==> src/rtl/clb_pkg.sv <==
// Shared definitions for the CLB tile: configuration field positions, widths,
// the packed configuration struct and a helper that unpacks a raw word into it.
package clb_pkg;

  localparam int unsigned CFG_W = 23;  // config word width, fixed by the field map
  localparam int unsigned LUT_W = 16;  // 4-input truth table

  localparam int unsigned SEL_UP    = 22;
  localparam int unsigned SEL_DOWN  = 21;
  localparam int unsigned SEL_RIGHT = 20;
  localparam int unsigned SEL_LEFT  = 19;
  localparam int unsigned COMB_BIT  = 18;
  localparam int unsigned RSVD_HI   = 17;
  localparam int unsigned RSVD_LO   = 16;
  localparam int unsigned LUT_HI    = 15;

  typedef struct packed {
    logic             up_sel;
    logic             down_sel;
    logic             right_sel;
    logic             left_sel;
    logic             comb_mode;
    logic [1:0]       rsvd;
    logic [LUT_W-1:0] lut;
  } clb_cfg_t;

  // Unpack by named index so the struct layout and field map cannot drift apart.
  function automatic clb_cfg_t to_cfg(input logic [CFG_W-1:0] w);
    clb_cfg_t c;
    c.up_sel    = w[SEL_UP];
    c.down_sel  = w[SEL_DOWN];
    c.right_sel = w[SEL_RIGHT];
    c.left_sel  = w[SEL_LEFT];
    c.comb_mode = w[COMB_BIT];
    c.rsvd      = w[RSVD_HI:RSVD_LO];
    c.lut       = w[LUT_HI:0];
    return c;
  endfunction

endpackage

==> src/rtl/clb_if.sv <==
// Neighbour and configuration signals of one CLB tile.
//   wr_en, bits              : config write strobe and word
//   up_i/down_i/right_i/left_i : inputs from the four neighbours
//   up_o/down_o/right_o/left_o : outputs toward the four neighbours
// master drives config and neighbour inputs; slave is the tile side.
interface clb_if;
  import clb_pkg::*;

  logic             wr_en;
  logic [CFG_W-1:0] bits;
  logic             up_i;
  logic             down_i;
  logic             right_i;
  logic             left_i;
  logic             up_o;
  logic             down_o;
  logic             right_o;
  logic             left_o;

  modport master (
    output wr_en, bits, up_i, down_i, right_i, left_i,
    input  up_o, down_o, right_o, left_o
  );

  modport slave (
    input  wr_en, bits, up_i, down_i, right_i, left_i,
    output up_o, down_o, right_o, left_o
  );

endinterface

==> src/rtl/clb_lut4.sv <==
// Shared 4-input LUT: 16:1 table mux, output flop and comb/registered select.
//   clk_i, rst_ni : clock, async active-low reset (clears the flop)
//   lut_i         : truth table
//   idx_i         : table index {up, down, right, left}
//   comb_mode_i   : 1 = combinational result, 0 = registered result
//   lut_out_o     : selected LUT result
module clb_lut4
  import clb_pkg::*;
(
  input  logic             clk_i,
  input  logic             rst_ni,
  input  logic [LUT_W-1:0] lut_i,
  input  logic [3:0]       idx_i,
  input  logic             comb_mode_i,
  output logic             lut_out_o
);

  logic lut_comb;
  logic lut_q;

  assign lut_comb = lut_i[idx_i];

  // Samples every edge, independent of config writes, so a write on the same
  // edge is captured with the table that was active before it.
  always_ff @(posedge clk_i or negedge rst_ni) begin
    if (!rst_ni) begin
      lut_q <= 1'b0;
    end else begin
      lut_q <= lut_comb;
    end
  end

  assign lut_out_o = comb_mode_i ? lut_comb : lut_q;

endmodule

==> src/rtl/clb_tile.sv <==
// One CLB tile: config register, shared LUT and four output muxes. Each output
// carries either the opposite-side input (direct, never registered) or the LUT
// result. Reset clears the config, giving full pass-through.
//   clk_i, rst_ni : clock, async active-low reset
//   bus           : config write and neighbour ports (slave side)
module clb_tile
  import clb_pkg::*;
(
  input  logic clk_i,
  input  logic rst_ni,
  clb_if.slave bus
);

  clb_cfg_t cfg_q;
  logic     lut_out;
  logic     unused_rsvd;

  always_ff @(posedge clk_i or negedge rst_ni) begin
    if (!rst_ni) begin
      cfg_q <= '0;
    end else if (bus.wr_en) begin
      cfg_q <= to_cfg(bus.bits);
    end
  end

  // Reserved field is stored but has no function.
  assign unused_rsvd = ^cfg_q.rsvd;

  clb_lut4 u_lut4 (
    .clk_i       (clk_i),
    .rst_ni      (rst_ni),
    .lut_i       (cfg_q.lut),
    .idx_i       ({bus.up_i, bus.down_i, bus.right_i, bus.left_i}),
    .comb_mode_i (cfg_q.comb_mode),
    .lut_out_o   (lut_out)
  );

  assign bus.up_o    = cfg_q.up_sel    ? lut_out : bus.down_i;
  assign bus.down_o  = cfg_q.down_sel  ? lut_out : bus.up_i;
  assign bus.right_o = cfg_q.right_sel ? lut_out : bus.left_i;
  assign bus.left_o  = cfg_q.left_sel  ? lut_out : bus.right_i;

endmodule

==> src/flat_wrapper.sv <==
// flat-port wrapper written by rule: the top's interface ports become plain ports
module clb_tile_flat import clb_pkg::*;
  (clk_i, rst_ni, bus_wr_en, bus_bits, bus_up_i, bus_down_i, bus_right_i, bus_left_i, bus_up_o, bus_down_o, bus_right_o, bus_left_o);
  clb_if bus_i ();
  input  logic clk_i;
  input  logic rst_ni;
  input wire logic [$bits(bus_i.wr_en)-1:0] bus_wr_en;
  input wire logic [$bits(bus_i.bits)-1:0] bus_bits;
  input wire logic [$bits(bus_i.up_i)-1:0] bus_up_i;
  input wire logic [$bits(bus_i.down_i)-1:0] bus_down_i;
  input wire logic [$bits(bus_i.right_i)-1:0] bus_right_i;
  input wire logic [$bits(bus_i.left_i)-1:0] bus_left_i;
  output wire logic [$bits(bus_i.up_o)-1:0] bus_up_o;
  output wire logic [$bits(bus_i.down_o)-1:0] bus_down_o;
  output wire logic [$bits(bus_i.right_o)-1:0] bus_right_o;
  output wire logic [$bits(bus_i.left_o)-1:0] bus_left_o;
  assign bus_i.wr_en = bus_wr_en;
  assign bus_i.bits = bus_bits;
  assign bus_i.up_i = bus_up_i;
  assign bus_i.down_i = bus_down_i;
  assign bus_i.right_i = bus_right_i;
  assign bus_i.left_i = bus_left_i;
  assign bus_up_o = bus_i.up_o;
  assign bus_down_o = bus_i.down_o;
  assign bus_right_o = bus_i.right_o;
  assign bus_left_o = bus_i.left_o;
  clb_tile u_core (.clk_i(clk_i), .rst_ni(rst_ni), .bus(bus_i));
endmodule
==> config.mk <==
export PLATFORM = sky130hd
export DESIGN_NAME = clb_tile_flat
export DESIGN_NICKNAME = d
export VERILOG_FILES = /design/src/rtl/clb_pkg.sv /design/src/rtl/clb_if.sv /design/src/rtl/clb_lut4.sv /design/src/rtl/clb_tile.sv /design/src/flat_wrapper.sv
export SDC_FILE = /design/constraint.sdc
export NUM_CORES = 1
export LEC_CHECK = 0
export ABC_AREA = 1
export BUFFER_PORTS_ARGS = -buffer_cell sky130_fd_sc_hd__buf_4
export CORE_ASPECT_RATIO = 0.5
export CORE_MARGIN = 3
export CORE_UTILIZATION = 25
export DETAILED_ROUTE_END_ITERATION = 6
export PLACE_DENSITY = 0.57
export SYNTH_ARGS = -nofsm -noshare
export SYNTH_HDL_FRONTEND = slang
export SYNTH_SLANG_ARGS = --single-unit
==> constraint.sdc <==
create_clock -name clk_i -period 1.15 [get_ports clk_i]
set_clock_uncertainty 0.1 [all_clocks]
set_input_delay 0.1725 -clock clk_i [delete_from_list [all_inputs] [get_ports clk_i]]
set_output_delay 0.1725 -clock clk_i [all_outputs]
set_load 0.01 [all_outputs]
---- Yosys cells after proc, flatten, opt, wreduce, memory -nomap -nowiden ----
Cells that the tools add are included.
storage, ports and cells
  latch bits .............................. 0
  flip-flop bits (word level) ............. 22
  memories kept ........................... 0
  logic and storage cells ................. 15
  output and inout bits ................... 4
  bits in read-only memories .............. 0
  memory bits (writable) .................. 0
operators by class
  reduce and logical (&&, ||, !) cells .... 0
  multipliers ............................. 0
  divide/modulo/power cells ............... 0
  shift operators ......................... 0
  order comparisons ....................... 1
  bitwise operators ....................... 0
  $add $sub $neg .......................... 0
  mux-type cells .......................... 7
  equal/unequal tests ..................... 0
operator list
  cell                                                        number
  two-way mux 1 bit                                           6
  less-than comparator 4 x 5 -> 1 bit, second input constant  1
  binary-select mux 1 bit (select 4 bit)                      1

---- Depth between registers and ports, before layout ----
Gate-level depths: netlist of the first run.
  depth after elaboration ................. 4
  depth in mapped cells ................... 9
  mapped depth without buffers ............ 8

---- By module ----
A second synthesis of the first run with hierarchy kept.
second synthesis, totals
  cells, all modules ...................... 160
  area total of the unflattened synthesis .. 1153.6 µm²
modules (own cells, without submodules)
  module    area each (µm²)  instances  cells an instance
  clb_tile  863.3            1          105
  clb_lut4  290.3            1          55

---- Worst setup path after synthesis of the first run ----
Ideal clock, no wire load.
  path kind ............................... register -> output
  start ................................... reg u_core.cfg_q[7] in the netlist's numbering
  end ..................................... out bus_down_o
  path buffers ............................ 0
  cell stages (with the launch flop) ...... 9
  setup slack ............................. -0.024 ns
  arrival ................................. 0.902 ns
  required time ........................... 0.877 ns
  path through ............................ dfrtp_1 inv_1 nand2_1 nand3_2 nand3_2 nand3_2 nand3_2 nand3_1 nand2_1
on the way
  cells in the longest elaborated chain, start to end .. 4
ends and longest elaborated chain
  item                                     line                text
  start: declaration                       clb_tile.sv:14      clb_cfg_t cfg_q;
  start signal: assignment                 clb_tile.sv:22      cfg_q <= to_cfg(bus.bits);
  binary-select mux 1 bit (select 4 bit)   clb_lut4.sv:21      assign lut_comb = lut_i[idx_i];
  two-way mux 1 bit (not written as such)  clb_lut4.sv:21
  two-way mux 1 bit                        clb_lut4.sv:33      assign lut_out_o = comb_mode_i ? lut_comb : lut_q;
  two-way mux 1 bit                        clb_tile.sv:39      assign bus.down_o = cfg_q.down_sel ? lut_out : bus.up_i;
  end: declaration                         flat_wrapper.sv:14  output wire logic [$bits(bus_i.down_o)-1:0] bus_down_o;
Every way passes these cells. The select of a mux whose other input is x is not followed.

---- Worst setup path in the final report of the first run ----
  start ................................... reg u_core.cfg_q[10] in the netlist's numbering
  end ..................................... out bus_right_o
on the way
  cells in the longest elaborated chain, start to end .. 4
ends and longest elaborated chain
  item                                     line                text
  binary-select mux 1 bit (select 4 bit)   clb_lut4.sv:21
  two-way mux 1 bit (not written as such)  clb_lut4.sv:21
  two-way mux 1 bit                        clb_lut4.sv:33
  two-way mux 1 bit                        clb_tile.sv:40      assign bus.right_o = cfg_q.right_sel ? lut_out : bus.left_i;
  end: declaration                         flat_wrapper.sv:15  output wire logic [$bits(bus_i.right_o)-1:0] bus_right_o;
Every way passes these cells. The select of a mux whose other input is x is not followed.

==> summary.md, run 1 <==
| Metric | Value |
|---|---|
| Routing usage on met2 | `16.4%` |
| Final Hold Viols | `0` |
| Number of global-route vias before repair | `880` |
| Hpwl dp | `1830 um` |
| Post-Syn Area per Cell | `7.98 um^2` |
| Worst hold margin | `0.0136 ns` |
| Cell area power density | `1130 nW/um^2` |
| Clock transition at path regs | `0.08 ns` |
| Max stage delay on crit path | `0.36 ns` |
| Reg2reg path depth | `6` |
| VDD IR-drop max | `0.000453 V` |
| R2R Setup Slk | `0.15 ns` |
| Crit end category | `primary output` |
| Num rows | `16` |
| Ports | `34` |
| Busiest grt layer | `met2` |
| Fin crit share | `141%` |
| Crit-path cells | `inv_1 -> nand2_1 -> nand3_1 -> nand3_1 -> nand3_2 -> nand3_4 -> nand3_2 -> nand2_2 -> buf_6` |
| Slew @ Worst Pin | `0.292 ns` |
| Drt initial violations | `36` |
| Register bit total from synthesis | `22` |
| Max Buffers Root-to-Sink | `2` |
| Most frequent cells in the layout | `nand2_1, buf_4, dfrtp_1, o21ai_0, inv_1` |
| Starting Density | `27.0%` |
| Clock root cell | `clkbuf_8` |
| Detailed Routing Iterations Pass 1 | `4` |
| Design area | `1600 um^2` |
| Core area | `4040 um^2` |
| CP top delay family | `simple AND/OR/NAND/NOR gates` |
| Max stage delay cell, worst path | `dfrtp_1` |
| Via density | `4.07` |
| Routed WL | `2400 um` |
| Outcome | `finished, violations left` |
| Min Tclk post-route | `1.62 ns` |
| CTS buffer count | `3` |
| Fin. max-slew vios | `0` |
| Crit Path Max Fanout | `4` |
| Violated checks | `setup timing` |
| Global route overflow | `0` |
| Critical Path Sink | `bus_right_o` |
| CP required | `0.88 ns` |
| Die Ht | `52.8 um` |
| Worst Setup Start Kind | `flip-flop` |
| Die area | `5250 um^2` |
| Share of cells above drive strength 1 | `43.3%` |
| Final ANT Viol Nets | `0` |
| CP startpoint | `u_core.cfg_q[10]` |
| GP Congestion | `0.759` |
| Slew headroom | `80.6%` |
| Max-cap viol count | `0` |
| Met1 usage | `12.6%` |
| Die width | `99.5 um` |
| Clock Latency Late Sink | `0.26 ns` |
| Post-CTS setup buffer count | `0` |
| Final worst setup slack | `-0.472 ns` |
| DR WL/cell | `10.2 um` |
| Fmax | `616 MHz` |
| R2r startpoint | `u_core.cfg_q[7]` |
| Unrepaired setup endpoints after global routing | `true` |
| Mapped Cells | `137` |
| Leak | `0.000828 uW` |
| CTS tree | `done` |
| Placed Cells | `230` |
| P&R area growth vs syn | `46.0%` |
| Nets | `212` |
| Final setup vio count | `4` |
| Met3 Use GR | `2.66%` |
| Worst flop-to-flop path endpoint | `u_core.u_lut4.lut_q` |
| Residual DRC | `0` |
| Syn. warnings | `0` |
| Number of I/O port buffers | `31` |
| Worst Hold Class | `in2reg` |
| Worst EP arrival | `1.35 ns` |
| Crit Path Category | `reg2out` |
| DP Worst Slack | `-0.228 ns` |
| Largest net degree at the start of global routing | `23` |
| Buf/Inv on CP | `2` |
| Seq/Total Area, Yosys | `50.3%` |
| Post-Syn Area | `1090 um^2` |
| Ant diodes | `0` |
| Final Power | `1800 uW` |
| H-Tree Depth | `1` |
| Count of cell types in the netlist | `14` |
| Routed vias | `952` |
| GRT Resource Usage Total | `9.81%` |
| Post-Place Cell Area | `1490 um^2` |
| First-pass GRT wire length | `4010 um` |
| Levels on crit path | `9` |
| Cell Count, Final, Fillers Out | `234` |
| Clock sinks | `22` |
| Initial antenna violation count | `0` |
| Post-Syn Nets | `167` |
[kinds of logic after synthesis]
| family | count (synthesis) | share of synthesized area, % |
|---|---|---|
| buffers and inverters | 29 | 11.1 |
| DFF | 22 | 50.3 |
| and+or+nand+nor | 65 | 28.4 |
| AOI/OAI and AO/OA | 20 | 9.15 |
| muxes | 1 | 1.03 |
[layer usage]
metal / up-vias / share of wire, %
met5: - / 0
met4: 0 / 0
met3: 0 / 3.2
met2: 12 / 46
met1: 427 / 51
li1: 513 / -
[registers in the layout, summed over array words and instances (netlist names)]
| register | cells |
|---|---|
| u_core.cfg_q | 21 |
| u_core.u_lut4.lut_q | 1 |
[tightest hold or removal path: cells and delay by family]
| family | cells | cell delay, ns |
|---|---|---|
| buf+inv | 1 | 0.07 |
| compound gates | 1 | 0.05 |
| simple gates | 1 | 0.04 |
[final cells by class]
type                    count  area (um^2)
fillers                   422         2450
flip-flops and latches     22          551
well taps                  54         67.6
multi-input cells          86          474
inverters                  24         95.1
repair buffers             45          368
clock buffers               3         41.3
[how the worst min path moves through the flow]
stage                             from               end  slack, ns  cells after the start
after floorplan                 rst_ni   u_core.cfg_q[0]      -0.22                      0
after global placement          rst_ni  u_core.cfg_q[22]      -0.02                      1
after detailed placement        rst_ni  u_core.cfg_q[19]      -0.02                      1
after CTS                  bus_bits[4]   u_core.cfg_q[4]       0.01                      3
after global routing      bus_bits[11]  u_core.cfg_q[11]       0.01                      3
final                      bus_bits[4]   u_core.cfg_q[4]       0.01                      3
[where the power goes]
group | internal (uW) | switching [uW]
clock | 234 | 241
combinational | 232 | 220
sequential | 843 | 28.0
total | 1310 | 489
[cell usage after synthesis, drive strengths merged]
cell	n	area share [%]
or2	1	0.57
inv	24	8.7
mux2	1	1.0
nand3	19	12
o21ai	20	9.2
buf	3	1.7
clkbuf	2	0.69
nand2	45	16
dfrtp	22	50
[repair_timing]
action | CTS | global route
hold buffers | 1 | 0
endpoints found under the setup margin | 4 | 4
pin swaps | 7 | 2
endpoints found under the hold margin | 22 | 0
gates resized for setup | 14 | 5
[through the flow]
step | util [%] | TNS [ns]
after global placement | 36.8 | -0.863
after CTS | 39.2 | -1.94
after global routing | 39.5 | -2.30
after detailed placement | 36.8 | -0.903
final | 39.5 | -1.88
after floorplan | - | -0.0843
(Power assumes the default switching activity.)
==> run 2, diff against run 1 <==
CTS_BUF_LIST = sky130_fd_sc_hd__clkbuf_16   (was not set)
==> run 2 against run 1 <==
Net effect: the run still ends with setup timing left; first-iteration DRC count stayed put; via count is 1.9% higher; register-to-register slack hardly changed; count of clock-buffer cells in the layout stayed put; critical path depth stayed put; worst setup slack better by 0.024 ns; cell area is 4.5% higher.
==> summary.md, run 2 (synthesized netlist as in run 1, its figures left out) <==
| Metric | Value |
|---|---|
| Ant diodes | `0 (unchanged)` |
| Worst flop-to-flop path endpoint | `u_core.u_lut4.lut_q` |
| Cell mode on critical path | `nand3_2` |
| VDD IR-drop max | `0.000543 V (+20%)` |
| Number of I/O port buffers | `31 (unchanged)` |
| GP Congestion | `0.759 (unchanged)` |
| First-pass GRT wire length | `4080 um (+1.7%)` |
| Starting Density | `27.0% (unchanged)` |
| Outcome | `finished, violations left` |
| Clock transition at path regs | `0.06 ns (-0.02 ns)` |
| Final setup vio count | `4 (unchanged)` |
| Core area | `4040 um^2 (unchanged)` |
| Routed vias | `970 (+1.9%)` |
| Largest register FFs | `21 (unchanged)` |
| R2r startpoint | `u_core.cfg_q[3]` |
| Num rows | `16 (unchanged)` |
| Most frequent cells in the layout | `buf_4, nand2_1, dfrtp_1, o21ai_0, nand3_2` |
| Placed Cells | `230 (unchanged)` |
| P&R area growth vs syn | `52.5%` |
| Leak | `0.000853 uW (+3.0%)` |
| Crit Path Category | `reg2out` |
| Clock Latency Late Sink | `0.25 ns (about the same)` |
| Clock root cell | `clkbuf_16` |
| Detailed Routing Iterations Pass 1 | `2 (-2)` |
| Global route overflow | `0 (unchanged)` |
| Post-Place Cell Area | `1490 um^2 (unchanged)` |
| CTS buffer count | `3 (unchanged)` |
| Initial antenna violation count | `0 (unchanged)` |
| Commonest non-fill, non-tap cell in the layout | `buf_4` |
| Final Util | `41.2% (+1.8 points)` |
| GRT Resource Usage Total | `10.1% (+0.26 points)` |
| Via density | `4.13 (+1.5%)` |
| Clock sinks | `22 (unchanged)` |
| Cell Count, Final, Fillers Out | `235 (+0.43%)` |
| Residual DRC | `0 (unchanged)` |
| H-Tree Depth | `1 (unchanged)` |
| WHS Endpoint | `u_core.cfg_q[21]` |
| Min-Delay Startpoint | `bus_bits[21]` |
| Drt initial violations | `36 (unchanged)` |
| CTS tree | `done` |
| Largest net degree at the start of global routing | `23 (unchanged)` |
| Min Tclk post-route | `1.60 ns (-0.0238 ns)` |
| Fmax | `626 MHz (+1.5%)` |
| Final worst setup slack | `-0.448 ns (+0.0238 ns)` |
| Reg2reg path depth | `6 (unchanged)` |
| Max stage delay on crit path | `0.37 ns (about the same)` |
| Cell area power density | `1240 nW/um^2 (+10%)` |
| Hpwl dp | `1830 um (unchanged)` |
| Fin crit share | `139% (-2.1 points)` |
| Biggest regs | `u_core.cfg_q: 21 flops, u_core.u_lut4.lut_q: 1 flops` |
| Max stage delay cell, worst path | `dfrtp_1` |
| Final ANT Viol Nets | `0 (unchanged)` |
| DR WL/cell | `10.7 um (+4.4%)` |
| Worst Setup Start Kind | `flip-flop` |
| Die area | `5250 um^2 (unchanged)` |
| Largest reg by FF count | `u_core.cfg_q` |
| CP required | `0.88 ns (about the same)` |
| Ports | `34 (unchanged)` |
| Violated checks | `setup timing` |
| Routed WL | `2510 um (+4.8%)` |
| Share of cells above drive strength 1 | `50.8% (+7.5 points)` |
| Die width | `99.5 um (unchanged)` |
| Final Hold Viols | `0 (unchanged)` |
| Nets | `213 (+0.47%)` |
| Design area | `1670 um^2 (+4.5%)` |
| Number of global-route vias before repair | `909 (+3.3%)` |
| Slew @ Worst Pin | `0.288 ns (-0.00351 ns)` |
| Die Ht | `52.8 um (unchanged)` |
| Worst EP arrival | `1.33 ns (-0.02 ns)` |
| Max Buffers Root-to-Sink | `2 (unchanged)` |
| Crit end category | `primary output` |
| Crit-path cells | `inv_2 -> nand2_2 -> nand3_2 -> nand3_2 -> nand3_2 -> nand3_4 -> nand3_2 -> nand2_2 -> buf_6` |
| Slew headroom | `80.8% (+0.23 points)` |
| Worst Hold Class | `in2reg` |
| Hold path depth | `3 (unchanged)` |
| Crit Path Max Fanout | `4 (unchanged)` |
| Max-cap viol count | `0 (unchanged)` |
| Fin. max-slew vios | `0 (unchanged)` |
| Unrepaired setup endpoints after global routing | `true` |
| R2R Setup Slk | `0.15 ns (about the same)` |
-- run 2: cell count changes in the layout (fill, tap and decap cells not counted), moves of 4 or more --
| cell | change |
|---|---|
| nand3_1 | -4 |
| inv_2 | +5 |
| nand2_2 | +4 |
| nand2_1 | -4 |
| nand3_2 | +4 |
| inv_1 | -5 |
-- run 2: cell type report --
| cell class | instances | area [um^2] |
|---|---|---|
| Inverter | 24 | 95.1 |
| Timing Repair Buffer | 46 | 375 |
| Clock buffer | 3 | 75.1 |
| Sequential cell | 22 | 551 |
| Fill cell | 413 | 2380 |
| Multi-Input combinational cell | 86 | 504 |
| Tap cell | 54 | 67.6 |
-- run 2: power breakdown --
group	leakage, uW	internal (uW)	switching [uW]
logic	0.000549	242	233
clock network	0.0000370	459	261
registers	0.000266	846	30.9
total	0.000853	1550	525
-- run 2: worst max path at each step --
stage | startpoint | endpoint | slack [ns] | cells after the start
floorplan | u_core.cfg_q[7] | bus_down_o | -0.02 | 8
global placement | bus_left_i | bus_left_o | -0.22 | 10
detailed placement | bus_left_i | bus_right_o | -0.23 | 10
CTS | u_core.cfg_q[10] | bus_right_o | -0.47 | 9
global route | u_core.cfg_q[3] | bus_up_o | -0.55 | 9
finish | u_core.cfg_q[3] | bus_up_o | -0.45 | 9
-- run 2: through the flow --
| step | hold WS, ns | setup TNS (ns) | setup slack (ns) | total power (uW) |
|---|---|---|---|---|
| 2_1_floorplan | -0.223 | -0.0843 | -0.0211 | 1080 |
| 3_3_place_gp | -0.0233 | -0.863 | -0.219 | 1290 |
| 3_5_place_dp | -0.0153 | -0.903 | -0.228 | 1300 |
| 4_1_cts | 0.0227 | -1.88 | -0.472 | 2070 |
| 5_1_grt | 0.0242 | -2.17 | -0.547 | 2180 |
| 6_report | 0.0224 | -1.79 | -0.448 | 2070 |
-- run 2: timing repair --
action	CTS	global route
setup buffers	0	1
endpoints found under the setup margin	4	4
gates resized for setup	11	21
endpoints found under the hold margin	22	0
pin swaps	5	7
cloned	0	0
hold buffers	1	0
-- run 2: critical path, delay by kind of cell (launching register included) --
kind                   cells  cell delay, ns
and+or+nand+nor            7            0.53
DFF                        1            0.37
buffers and inverters      2            0.18
-- run 2: metal layers --
metal,GRT usage (%),share of wire [%]
met2,16.9,45
met1,12.5,49
met5,0,0
met3,2.66,3.3
met4,4.08,2.7
==> run 3, diff against run 2 <==
--- a/config.mk
+++ b/config.mk
@@ -15,2 +15,3 @@
 export PLACE_DENSITY = 0.57
+export SETUP_SLACK_MARGIN = 0.4
 export SYNTH_ARGS = -nofsm -noshare
==> constraint.sdc (replaced) <==
create_clock -name clk_i -period 1.15 [get_ports clk_i]
set_clock_uncertainty 0.1 [all_clocks]
set_input_delay 0.115 -clock clk_i [delete_from_list [all_inputs] [get_ports clk_i]]
set_output_delay 0.115 -clock clk_i [all_outputs]
set_load 0.01 [all_outputs]
==> run 3 against run 2 <==
Net effect: cell area increased by 4.2%; the run ends with hold timing, setup timing left; via count is 0.72% higher; sequential power is 0.6% higher; non-clock buffer count decreased by 1; clock power up 0.8%; global-route usage increased by 0.55 points; register-to-register slack hardly changed.
==> summary.md, run 3 (synthesized netlist as in run 1, its figures left out) <==
| Metric | Value |
|---|---|
| Outcome | `finished, violations left` |
| Violated checks | `hold timing, setup timing` |
| Worst EP arrival | `1.34 ns (about the same)` |
| CTS tree | `done` |
| Die width | `99.5 um (unchanged)` |
| CP required | `0.94 ns (+0.06 ns)` |
| Design area | `1740 um^2 (+4.2%)` |
| Number of I/O port buffers | `31 (unchanged)` |
| Num rows | `16 (unchanged)` |
| Buf/Inv on CP | `2 (unchanged)` |
| Slew @ Worst Pin | `0.298 ns (+0.0100 ns)` |
| VDD IR-drop max | `0.000455 V (-16%)` |
| Final ANT Viol Nets | `0 (unchanged)` |
| Core area | `4040 um^2 (unchanged)` |
| Fmax | `644 MHz (+3.0%)` |
| Global route overflow | `0 (unchanged)` |
| CP top delay family | `simple AND/OR/NAND/NOR gates` |
| Crit end category | `primary output` |
| Min Tclk post-route | `1.55 ns (-0.0460 ns)` |
| Unrepaired setup endpoints after global routing | `true` |
| Detailed Routing Iterations Pass 1 | `2 (unchanged)` |
| Routed WL | `2580 um (+2.6%)` |
| Clock root cell | `clkbuf_16` |
| Leak | `0.000873 uW (+2.4%)` |
| Max stage delay on crit path | `0.37 ns (about the same)` |
| Initial antenna violation count | `0 (unchanged)` |
| Largest register FFs | `21 (unchanged)` |
| # hold bufs at CTS | `1 (unchanged)` |
| Nets | `212 (-0.47%)` |
| First-pass GRT wire length | `4400 um (+8.0%)` |
| Min-Delay Startpoint | `bus_bits[0]` |
| Ant diodes | `0 (unchanged)` |
| GRT Resource Usage Total | `10.6% (+0.55 points)` |
| Final Hold Viols | `21 (+21)` |
| Crit Path Max Fanout | `4 (unchanged)` |
| P&R area growth vs syn | `58.9%` |
| Largest net degree at the start of global routing | `25 (+8.7%)` |
| Slew headroom | `80.1% (-0.67 points)` |
| Via density | `4.16 (+0.72%)` |
| Cell mode on critical path | `nand3_2` |
| Fin crit share | `135% (-4.0 points)` |
| Clock sinks | `22 (unchanged)` |
| CP startpoint | `u_core.cfg_q[3]` |
| Worst Setup Start Kind | `flip-flop` |
| Max stage delay cell, worst path | `dfrtp_1` |
| Final setup vio count | `4 (unchanged)` |
| Starting Density | `27.0% (unchanged)` |
| Cell area power density | `1230 nW/um^2 (-0.89%)` |
| Routed vias | `977 (+0.72%)` |
| Die area | `5250 um^2 (unchanged)` |
| Share of cells above drive strength 1 | `60.2% (+9.4 points)` |
| H-Tree Depth | `1 (unchanged)` |
| GP Congestion | `0.773 (+1.8%)` |
| Max Buffers Root-to-Sink | `2 (unchanged)` |
| Drt initial violations | `11 (-69%)` |
| Fin. max-slew vios | `0 (unchanged)` |
| Clock transition at path regs | `0.06 ns (about the same)` |
| Final worst setup slack | `-0.402 ns (+0.0460 ns)` |
| Ports | `34 (unchanged)` |
| CTS buffer count | `3 (unchanged)` |
| Number of global-route vias before repair | `954 (+5.0%)` |
| Post-Place Cell Area | `1480 um^2 (-0.84%)` |
| Max-cap viol count | `0 (unchanged)` |
| Hpwl dp | `1810 um (-1.2%)` |
| Clock Latency Late Sink | `0.25 ns (about the same)` |
| Crit-path cells | `inv_2 -> nand2_1 -> nand3_2 -> nand3_2 -> nand3_2 -> nand3_4 -> nand3_2 -> nand2_2 -> buf_6` |
| DR WL/cell | `11.0 um (+2.6%)` |
| Largest reg by FF count | `u_core.cfg_q` |
| Commonest non-fill, non-tap cell in the layout | `nand2_1` |
| Residual DRC | `0 (unchanged)` |
| Biggest regs | `u_core.cfg_q: 21 flops, u_core.u_lut4.lut_q: 1 flops` |
| Crit Path Category | `reg2out` |
| Worst Hold Class | `in2reg` |
| R2r startpoint | `u_core.cfg_q[3]` |
| Die Ht | `52.8 um (unchanged)` |
| Worst hold margin | `-0.0375 ns (-0.0600 ns)` |
| Most frequent cells in the layout | `nand2_1, buf_4, dfrtp_1, inv_2, nand3_2` |
## run 3: changes by cell type in the layout (fill, tap and decap cells not counted), sizes merged
| cell | before | now |
|---|---|---|
| buf | 45 | 44 |
| clkinv | 0 | 1 |
## run 3: repair_timing
action                                  CTS  global route
hold endpoints to repair                 43            18
buffers inserted                          0             3
gates resized for setup                  39            34
endpoints found under the setup margin   14            24
pin swaps                                 5             9
## run 3: path summary, 6_finish.rpt
path | endpoint | slack [ns] | depth (start not counted)
setup / recovery | bus_left_o | -0.40 | 9
min in group asynchronous | u_core.cfg_q[22] | 0.19 | 2
hold reg to reg | u_core.cfg_q[14] | 0.41 | 2
max in group asynchronous | u_core.cfg_q[13] | 0.53 | 2
hold / removal | u_core.cfg_q[0] | -0.04 | 3
setup reg to reg | u_core.u_lut4.lut_q | 0.14 | 6
## run 3: worst min-delay path: cells and delay by family
family / cells / cell delay, ns
AOI/OAI and AO/OA: 1 / 0.04
buffers and inverters: 1 / 0.07
and+or+nand+nor: 1 / 0.05
## run 3: layout make-up
type	count	area, um^2
fillers	398	2310
flip-flops and latches	22	551
multi-input cells	86	548
repair buffers	45	398
inverters	24	95.1
clock buffers	3	75.1
well taps	54	67.6
clock inverters	1	3.75
## run 3: per-stage QoR
step	utilization [%]	total power, uW	TNS, ns	worst slack [ns]	instances
3_5_place_dp	36.5	1290	-0.656	-0.172	227
3_3_place_gp	36.5	1290	-0.599	-0.162	227
5_1_grt	43.0	2260	-1.88	-0.476	235
6_report	43.0	2140	-1.59	-0.402	235
4_1_cts	40.7	2110	-1.73	-0.434	232
2_1_floorplan	-	1080	0	0.0367	137
## run 3: metal layers
layer  vias to the layer above  GRT usage (%)  part of all wire, %
li1                        517              -                    -
met1                       448           13.5                   48
met2                        10           17.4                   48
met3                         2           3.19                  3.1
met4                         0           3.40                 0.78
met5                         -              0                    0
## run 3: where the power goes
part           internal, uW  leakage, uW  switching [uW]  total [uW]
clock network           463    0.0000385             262         726
logic                   274     0.000569             258         532
registers               846     0.000266            35.5         881
total                  1580     0.000873             555        2140
